### src/rtl/i2s_tdm_tx.sv
// i2s_tdm_tx: PCM serialiser for 2-channel I2S / left-justified or N-channel TDM.
// Samples come in on an Avalon-ST sink and wait in a small FIFO. A frame is only
// sent from the FIFO when a full set of channels is queued, so channel alignment
// always holds. BCLK/LRCLK are divided down from clk_clk.
// Optional build macro: I2S_TDM_TX_MUTE_EN adds a 'mute' input, sampled at frame start.
module i2s_tdm_tx #(
  parameter int DATA_W     = 24,
  parameter int SLOT_W     = 32,
  parameter int CHANNELS   = 2,
  parameter int BCLK_DIV   = 8,
  parameter int FIFO_DEPTH = 8,
  parameter int MODE       = 0
) (
  input  logic                          clk_clk,
  input  logic                          reset_reset,
  input  logic [DATA_W-1:0]             asi_data,
  input  logic                          asi_valid,
  output logic                          asi_ready,
  input  logic                          enable,
`ifdef I2S_TDM_TX_MUTE_EN
  input  logic                          mute,
`endif
  output logic                          tx_bclk,
  output logic                          tx_lrclk,
  output logic                          tx_sdata,
  output logic [$clog2(FIFO_DEPTH):0]   fill,
  output logic                          underrun,
  input  logic                          underrun_clr
);

  localparam int DIV_W  = $clog2(BCLK_DIV);
  localparam int BIT_W  = $clog2(SLOT_W);
  localparam int SLC_W  = $clog2(CHANNELS);
  localparam int PTR_W  = $clog2(FIFO_DEPTH);
  localparam int FILL_W = PTR_W + 1;

  typedef enum logic [1:0] {IDLE, RUN, STOP} state_t;

  state_t              state, state_nxt;
  logic                active;
  logic [DIV_W-1:0]    div_cnt;
  logic [BIT_W-1:0]    bit_cnt;
  logic [SLC_W-1:0]    slot_cnt;
  logic                bclk_fall, slot_start, frame_start, frame_end;

  logic [DATA_W-1:0]   mem [FIFO_DEPTH];
  logic [PTR_W-1:0]    wr_ptr, rd_ptr;
  logic                push, pop, have_frame;
  logic                pop_q, send_q, pop_now, send_now, mute_now;

  logic [SLOT_W-1:0]   load_word, sh_q;
  logic                raw_bit, prev_bit;

  // Counter decode: a frame is CHANNELS slots of SLOT_W bit clocks
  assign bclk_fall   = active && (div_cnt == '0);
  assign slot_start  = bclk_fall && (bit_cnt == '0);
  assign frame_start = slot_start && (slot_cnt == '0);
  assign frame_end   = active && (div_cnt == DIV_W'(BCLK_DIV-1)) &&
                       (bit_cnt == BIT_W'(SLOT_W-1)) && (slot_cnt == SLC_W'(CHANNELS-1));

  // FIFO handshake; sink is held off while reset is asserted
  assign asi_ready  = !reset_reset && (fill < FILL_W'(FIFO_DEPTH));
  assign push       = asi_valid && asi_ready;
  assign have_frame = (fill >= FILL_W'(CHANNELS));

`ifdef I2S_TDM_TX_MUTE_EN
  assign mute_now = mute;
`else
  assign mute_now = 1'b0;
`endif

  // The pop/send decision is made once per frame and held for the remaining slots
  assign pop_now  = frame_start ? have_frame : pop_q;
  assign send_now = frame_start ? (have_frame && !mute_now) : send_q;
  assign pop      = slot_start && pop_now;

  // FSM state register
  always_ff @(posedge clk_clk) begin
    if (reset_reset) state <= IDLE;
    else             state <= state_nxt;
  end

  // FSM next state: stopping always waits for the frame boundary
  always_comb begin
    state_nxt = state;
    case (state)
      IDLE: if (enable) state_nxt = RUN;
      RUN:  if (!enable) state_nxt = frame_end ? IDLE : STOP;
      STOP: if (enable) state_nxt = RUN;
            else if (frame_end) state_nxt = IDLE;
      default: state_nxt = IDLE;
    endcase
  end

  // FSM outputs
  always_comb begin
    active = (state == RUN) || (state == STOP);
  end

  // BCLK divider, bit and slot counters; parked at zero while idle
  always_ff @(posedge clk_clk) begin
    if (reset_reset || !active) begin
      div_cnt  <= '0;
      bit_cnt  <= '0;
      slot_cnt <= '0;
    end else if (div_cnt == DIV_W'(BCLK_DIV-1)) begin
      div_cnt <= '0;
      if (bit_cnt == BIT_W'(SLOT_W-1)) begin
        bit_cnt  <= '0;
        slot_cnt <= (slot_cnt == SLC_W'(CHANNELS-1)) ? '0 : slot_cnt + 1'b1;
      end else begin
        bit_cnt <= bit_cnt + 1'b1;
      end
    end else begin
      div_cnt <= div_cnt + 1'b1;
    end
  end

  // FIFO storage (no reset needed on the data array)
  always_ff @(posedge clk_clk) begin
    if (push) mem[wr_ptr] <= asi_data;
  end

  // FIFO pointers and occupancy
  always_ff @(posedge clk_clk) begin
    if (reset_reset) begin
      wr_ptr <= '0;
      rd_ptr <= '0;
      fill   <= '0;
    end else begin
      if (push) wr_ptr <= wr_ptr + 1'b1;
      if (pop)  rd_ptr <= rd_ptr + 1'b1;
      case ({push, pop})
        2'b10:   fill <= fill + 1'b1;
        2'b01:   fill <= fill - 1'b1;
        default: fill <= fill;
      endcase
    end
  end

  // Frame-level pop/send flags latched at frame start
  always_ff @(posedge clk_clk) begin
    if (reset_reset || !active) begin
      pop_q  <= 1'b0;
      send_q <= 1'b0;
    end else if (frame_start) begin
      pop_q  <= have_frame;
      send_q <= have_frame && !mute_now;
    end
  end

  // Slot word: sample left-aligned, LSBs zero-padded; all zeros for a silent frame
  always_comb begin
    load_word = '0;
    if (send_now) load_word[SLOT_W-1 -: DATA_W] = mem[rd_ptr];
  end

  assign raw_bit = slot_start ? load_word[SLOT_W-1] : sh_q[SLOT_W-1];

  // MSB-first shifter, advanced once per bit clock
  always_ff @(posedge clk_clk) begin
    if (reset_reset || !active) sh_q <= '0;
    else if (bclk_fall)         sh_q <= slot_start ? (load_word << 1) : (sh_q << 1);
  end

  // Sticky underrun; a new underrun beats a same-cycle clear
  always_ff @(posedge clk_clk) begin
    if (reset_reset)                     underrun <= 1'b0;
    else if (frame_start && !have_frame) underrun <= 1'b1;
    else if (underrun_clr)               underrun <= 1'b0;
  end

  // Registered serial outputs; I2S mode sends each bit one BCLK late via prev_bit
  always_ff @(posedge clk_clk) begin
    if (reset_reset || !active) begin
      tx_bclk  <= 1'b0;
      tx_lrclk <= 1'b0;
      tx_sdata <= 1'b0;
      prev_bit <= 1'b0;
    end else begin
      tx_bclk  <= (div_cnt >= DIV_W'(BCLK_DIV/2));
      tx_lrclk <= (CHANNELS == 2) ? slot_cnt[0] : ((slot_cnt == '0) && (bit_cnt == '0));
      if (bclk_fall) begin
        tx_sdata <= (MODE == 1) ? raw_bit : prev_bit;
        prev_bit <= raw_bit;
      end
    end
  end

endmodule

### config.mk
export PLATFORM = sky130hd
export DESIGN_NAME = i2s_tdm_tx
export DESIGN_NICKNAME = d
export VERILOG_FILES = /design/src/rtl/i2s_tdm_tx.sv
export SDC_FILE = /design/constraint.sdc
export NUM_CORES = 1
export LEC_CHECK = 0
export CAP_MARGIN = 25
export CELL_PAD_IN_SITES_DETAIL_PLACEMENT = 0
export CELL_PAD_IN_SITES_GLOBAL_PLACEMENT = 1
export CORE_AREA = 2 2 147 149
export CTS_CLUSTER_DIAMETER = 120
export CTS_CLUSTER_SIZE = 14
export DETAILED_ROUTE_END_ITERATION = 16
export DIE_AREA = 0 0 149 151
export PLACE_DENSITY_LB_ADDON = 0.1
export SLEW_MARGIN = 20
export SYNTH_ARGS = -nofsm -noshare
export SYNTH_HDL_FRONTEND = slang
export SYNTH_SLANG_ARGS = --single-unit
### constraint.sdc
create_clock -name clk_clk -period 3.4 [get_ports clk_clk]
set_clock_uncertainty 0.1 [all_clocks]
set_input_delay 0.68 -clock clk_clk [delete_from_list [all_inputs] [get_ports clk_clk]]
set_output_delay 0.68 -clock clk_clk [all_outputs]
set_load 0.05 [all_outputs]
* Word level (Yosys, flattened, before mapping)
Memories as Yosys holds them, arrays and structs flattened. A register that Yosys moved wholly into a read port is not among the register bits.
Index checks and enable logic that the tools add are counted.
** Storage, ports and cells
- Output and inout port bits :: 9
- Register bits :: 60
- RAM bits :: 192
- Word-level logic and storage cells :: 79
- Memories kept :: 1
** Memories
- mem :: words 8, width 24, rd ports 1, clocked after memory_dff 1, wr ports 1, line 46 : logic [DATA_W-1:0] mem [FIFO_DEPTH];
** Cells by class
- Add/subtract/negate cells :: 7
- Eq/ne operators :: 9
- Muxes and demuxes :: 20
- Bitwise gates (word level) :: 1
- Reductions and logical operators :: 23
- Order comparisons :: 3
** Operator list (number)
- 32-bit two-way mux :: 1
- 24-bit two-way mux :: 1
- 1-bit logical AND :: 10
- 2-bit two-way mux :: 5
- 3-bit by 1-bit adder with 3-bit output (second input constant) :: 3
- 1-bit two-way mux :: 8
- 4-bit case mux with 2 select lines :: 1
- 3-bit two-way mux :: 2
- 2-bit case mux with 3 select lines :: 1
- 5-bit by 1-bit adder with 5-bit output (second input constant) :: 1
- 5-bit equality test (second input constant) :: 1
- 5-bit logical NOT :: 1
- 5-bit two-way mux :: 1
- 4-bit by 1-bit adder with 4-bit output (second input constant) :: 1
- 2-bit by 1-bit equality test with 1-bit output (second input constant) :: 2
- 2-bit equality test (second input constant) :: 2
- 4-bit by 2-bit greater-or-equal comparator with 1-bit output (second input constant) :: 1
- 4-bit less-than comparator (second input constant) :: 1
- 2-bit inequality test (second input constant) :: 2
- 2-bit nonzero test :: 2
- 4-bit by 1-bit subtractor with 4-bit output (second input constant) :: 1
- 3-bit equality test (second input constant) :: 1
- 3-bit greater-or-equal comparator (second input constant) :: 1
- 1-bit logical NOT :: 3
- 9 further kinds :: 10

* Logic depth before layout (Yosys ltp)
Gate-level depths: netlist of run 1.
- Word-level depth :: 9
- Mapped depth :: 12
- Mapped depth without buffers :: 11

* Least setup slack after synthesis of run 1
No wires, ideal clock.
- Kind :: input -> register
- Start :: input port reset_reset
- End :: memory mem[0][0] (enable)
- Slack :: -286 ps
- Required time :: 2865 ps
- Stages :: 4
- Data arrival time :: 3151 ps
- Cells stage by stage :: clkbuf_1 nor3b_1 nand2b_1 nor3_1
** Between the ends
- Cells in the longest elaborated chain, start to end :: 5
** Ends and longest elaborated chain
- start: declaration :: line 15 : input logic reset_reset,
- 1-bit logical NOT :: line 62 : assign asi_ready = !reset_reset && (fill < FILL_W'(FIFO_DEPTH));
- 1-bit logical AND :: line 62
- 1-bit logical AND :: line 63 : assign push = asi_valid && asi_ready;
- 1-bit two-way mux :: line 121 : if (push) mem[wr_ptr] <= asi_data;
- 1-bit two-way mux (implied by the code) :: line 121
- end: declaration :: line 46
No other way between the ends.

* Final worst setup path of run 1
- Start :: register bit_cnt[0]
- End :: register fill[2]
** Between the ends
- Cells in the longest elaborated chain, start to end :: 7
- Elaborated cells on any way between the ends :: 9
- Classes of those cells :: eq/ne (2); mux (2); reduce/logical (5)
** Ends and longest elaborated chain
- start: declaration :: line 42 : logic [BIT_W-1:0] bit_cnt;
- start signal: assignment :: line 112 : bit_cnt <= bit_cnt + 1'b1;
- 5-bit logical NOT *
- 1-bit logical AND * :: line 56 : assign slot_start = bclk_fall && (bit_cnt == '0);
- 1-bit logical AND :: line 57 : assign frame_start = slot_start && (slot_cnt == '0);
- 1-bit two-way mux
- 1-bit logical AND * :: line 75 : assign pop = slot_start && pop_now;
- via pop :: line 48 : logic push, pop, have_frame;
- 2-bit by 1-bit equality test with 1-bit output / 2-bit equality test (equally long branches) :: line 133 : case ({push, pop})
- 4-bit case mux with 2 select lines / 2-bit nonzero test (equally long branches)
- end signal: assignment :: line 134 : 2'b10: fill <= fill + 1'b1;
- end signal: assignment :: line 135 : 2'b01: fill <= fill - 1'b1;
- end signal: assignment :: line 136 : default: fill <= fill;
- end: declaration :: line 26 : output logic [$clog2(FIFO_DEPTH):0] fill,
Mark *: on every way through the listed nets, which the timed path passes. The rest lies on a longest branch.
A chain may end at the register's enable or synchronous reset.

==> impl_metrics.env, run 1 <==
export IMPL_num_rows=53
export IMPL_clkTransAtPathRegs_ns=0.07
export IMPL_synthSimpleGateAreaFrac_pct=4.929
export IMPL_synth_distinct_cells=43
export IMPL_rrSetupSlack_ns=0.30
export IMPL_worstMarginPinSlew_ns=0.5885
export IMPL_hold_end="tx_sdata"
export IMPL_hold_depth=2
export IMPL_multi_input_area_mm2=0.002690
export IMPL_synthCells=555
export IMPL_cts_buffers=21
export IMPL_worstPathArrival_ns=3.43
export IMPL_clkPwrFrac_pct=37.7
export IMPL_crit_chain="inv_1, ha_1, or4b_1, a2111oi_4, ha_1, xor2_1, ha_1, a21oi_1, xor2_1, or3_1, a21oi_1"
export IMPL_critical_path_buf_inv_count=1
export IMPL_setup_tns_ns=0
export IMPL_fin_nets=658
export IMPL_area_growth_pct=14.98
export IMPL_synth_compound_area_share_pct=5.742
export IMPL_vias=4986
export IMPL_outcome="finished, final reports clean"
export IMPL_synth_xor_area_share_pct=0.5419
export IMPL_avgSynthCellArea_um2=17.47
export IMPL_p_sw_mw=1.188
export IMPL_drc=0
export IMPL_synth_async_reset_ratio_pct=0
export IMPL_clock_latency_ns=0.50
export IMPL_p_int_mw=4.572
export IMPL_cts_sinks=246
export IMPL_gp_congestion=0.7076
export IMPL_htreeDepth=1
export IMPL_fillCellCount=1690
export IMPL_power_leakage_nw=3.548
export IMPL_io_buffers=37
export IMPL_cp_end_kind="flop"
export IMPL_ios=38
export IMPL_cp_top_family="simple AND/OR/NAND/NOR gates"
export IMPL_num_antenna_cells=0
export IMPL_p_per_area_mw_per_mm2=516.7
export IMPL_wirelength_mm=19.18
export IMPL_hp_start="tx_sdata"
export IMPL_postCtsSetupBuffers=0
export IMPL_cp_start_kind="flop"
export IMPL_irDropWorstVdd_uv=462.0
export IMPL_rsz0062_at_grt="false"
export IMPL_synthAdderAreaFrac_pct=1.935
export IMPL_dieArea_mm2=0.02250
export IMPL_reg2reg_depth=11
export IMPL_slew_viol_final=0
export IMPL_hold_viol_final=0
export IMPL_min_path_type="flop to flop"
export IMPL_first_pass_iters=4
export IMPL_cts_tree="built"
export IMPL_antenna_found_initial=1
export IMPL_core_area_mm2=0.02082
export IMPL_critPathMaxFanout=6
export IMPL_syn_cell_area_mm2=0.009697
export IMPL_yosysWarnings=0
export IMPL_grt_pass1_vias=5202
export IMPL_p_seq_share_pct=57.3
export IMPL_swShare_pct=20.63
export IMPL_cpMostUsedCell="ha_1"
export IMPL_min_period_over_period_pct=91.07
export IMPL_hold_buffers=0
export IMPL_maxCapViolCount=0
export IMPL_mappedNetlistNets=599
export IMPL_max_stage_delay_ns=0.51
export IMPL_r2r_end="fill[2]"
export IMPL_dp_hpwl_mm=11.42
export IMPL_slew_headroom_pct=60.76
export IMPL_clockRootBuffer="clkbuf_16"
export IMPL_grt_max_degree=31
export IMPL_combPwrFrac_pct=5.0
export IMPL_crit_required_ns=3.74
export IMPL_yosysSeqAreaShare_pct=70.61
export IMPL_finalSetupViolations=0
export IMPL_ys_ff_latch=246
export IMPL_initial_utilization_pct=46.57
export IMPL_r2r_start="bit_cnt[0]"
export IMPL_post_cts_resized=0
export IMPL_total_power_mw=5.760
export IMPL_synth_area_mux_share_pct=14.21
export IMPL_seq_area_mm2=0.006852
export IMPL_slowest_stage="or4b_1"
export IMPL_die_h_um=151
export IMPL_grt_pass1_wl_mm=30.13
export IMPL_critical_path_class="flop to flop"
export IMPL_drt_iter0_markers=293
export IMPL_overflow=0
export IMPL_max_freq_ghz=0.3229
export IMPL_period_needed_ns=3.097
export IMPL_synth_top_family_by_area="multiplexers"
export IMPL_drive_gt1_share_pct=22.10
export IMPL_die_w_um=149
export IMPL_viasPerCell=5.515
export IMPL_synth_enable_flop_cells=192
export IMPL_grtUsageTotal_pct=17.83
export IMPL_synth_flop_cell="edfxtp_1"
export IMPL_ant_nets=0
export IMPL_cts_buffer_depth=3
export IMPL_wire_per_inst_um=21.22
flip-flops by register name, summed over array words and instances, names as in the netlist, 2 cells and up, named ones only:
name / flops
div_cnt: 3
mem: 192
fill: 4
sh_q: 23
wr_ptr: 3
state: 2
rd_ptr: 3
bit_cnt: 5
metrics by stage:
step	cells	cell area (µm²)	util (%)	setup slack [ns]	hold slack (ns)
final	904	11150	53.55	0.3035	0.3556
after global routing	904	11150	53.55	0.04504	0.3748
after CTS	904	11150	53.55	0.2954	0.3602
after detailed placement	866	10550	50.67	0.3159	0.3513
after global placement	866	10550	50.67	0.3987	0.3416
after floorplan	555	9707	-	0.3519	0.3270
worst reg2reg max path: cells and delay by family, from the launching register on:
family | cells | cell delay (ns)
and+or+nand+nor | 2 | 0.81
adders and majority gates | 3 | 0.67
DFF | 1 | 0.35
xor gates and xnor gates | 2 | 0.35
AOI/OAI and AO/OA | 3 | 0.69
buffers and inverters | 1 | 0.07
per-layer routing:
layer  share of wire (%)  up-vias  GRT usage, %
met1                  44     2552         24.39
met2                  50      104         30.12
li1                    -     2309             -
met5                   0        -             0
met4                 1.6        0         4.571
met3                 4.8       21         2.892
layout by cell type, fill, tap and decap left out, types with 21 or more instances in the layout:
cell,Yosys,layout
nor2_1,47,41
mux4_2,47,47
buf_4,0,27
clkbuf_16,0,21
clkdlybuf4s50_1,0,36
mux2_2,23,23
dfxtp_1,54,52
edfxtp_1,192,192
o21ai_0,27,27
a221oi_1,22,22
worst max-delay path by stage:
stage                      from        end  slack (ns)  cells past startpoint
floorplan           reset_reset  mem[6][0]        0.35                      4
global placement     bit_cnt[0]    fill[2]        0.40                     11
detailed placement   bit_cnt[0]    fill[2]        0.32                     11
CTS                  bit_cnt[0]    fill[2]        0.30                     11
global route         bit_cnt[0]    fill[2]        0.05                     11
finish               bit_cnt[0]    fill[2]        0.30                     11
power by group through the flow:
| stage | combinational (mW) | clock (mW) | sequential, mW |
|---|---|---|---|
| after detailed placement | 0.293 | 0 | 3.37 |
| after CTS | 0.294 | 2.24 | 3.30 |
| after global routing | 0.321 | 2.36 | 3.30 |
| after floorplan | 0.155 | 0 | 3.37 |
| final | 0.291 | 2.17 | 3.30 |
| after global placement | 0.285 | 0 | 3.36 |
logic make-up (layout without fill, tap and decap cells):
family                   count (synthesis)  in the layout
multiplexers                            76             76
AO/OA/AOI/OAI                           76             76
XOR/XNOR                                 6              6
buffers and inverters                   41            115
flip-flops                             246            246
AND/OR/NAND/NOR                         95             95
adder cells (fa/ha/maj)                 15             15
cell type report:
class                           count  share of cell area [%]
Tap cell                          275                   3.086
Timing Repair Buffer               66                   5.589
Multi-Input combinational cell    268                   24.13
Inverter                           11                  0.3703
Sequential cell                   246                   61.45
Clock inverter                      2                  0.1571
Clock buffer                       36                   5.218
synth_stat cells (7+ instances only):
cell type    n  area, µm²
a221oi_1    22      192.7
mux2_2      23      259.0
dfxtp_1     54       1081
a21oi_1     10      50.05
nand2_1      9      33.78
nand2b_1     7      43.79
edfxtp_1   192       5766
mux4_2      47       1059
o21ai_0     27      135.1
nor2b_1      8      50.05
inv_1       11      41.29
ha_1        15      187.7
nor2_1      47      176.4
clkbuf_1    19      71.32
(Power assumes the default switching activity.)
==> inputs of run 2 (changes only) <==
--- a/config.mk
+++ b/config.mk
@@ -14,6 +14,7 @@
 export DETAILED_ROUTE_END_ITERATION = 16
 export DIE_AREA = 0 0 149 151
 export PLACE_DENSITY_LB_ADDON = 0.1
+export SKIP_LAST_GASP = 1
 export SLEW_MARGIN = 20
 export SYNTH_ARGS = -nofsm -noshare
 export SYNTH_HDL_FRONTEND = slang
==> results of run 2 <==
No change in the layout: final DEF, timing and power equal those of run 1.
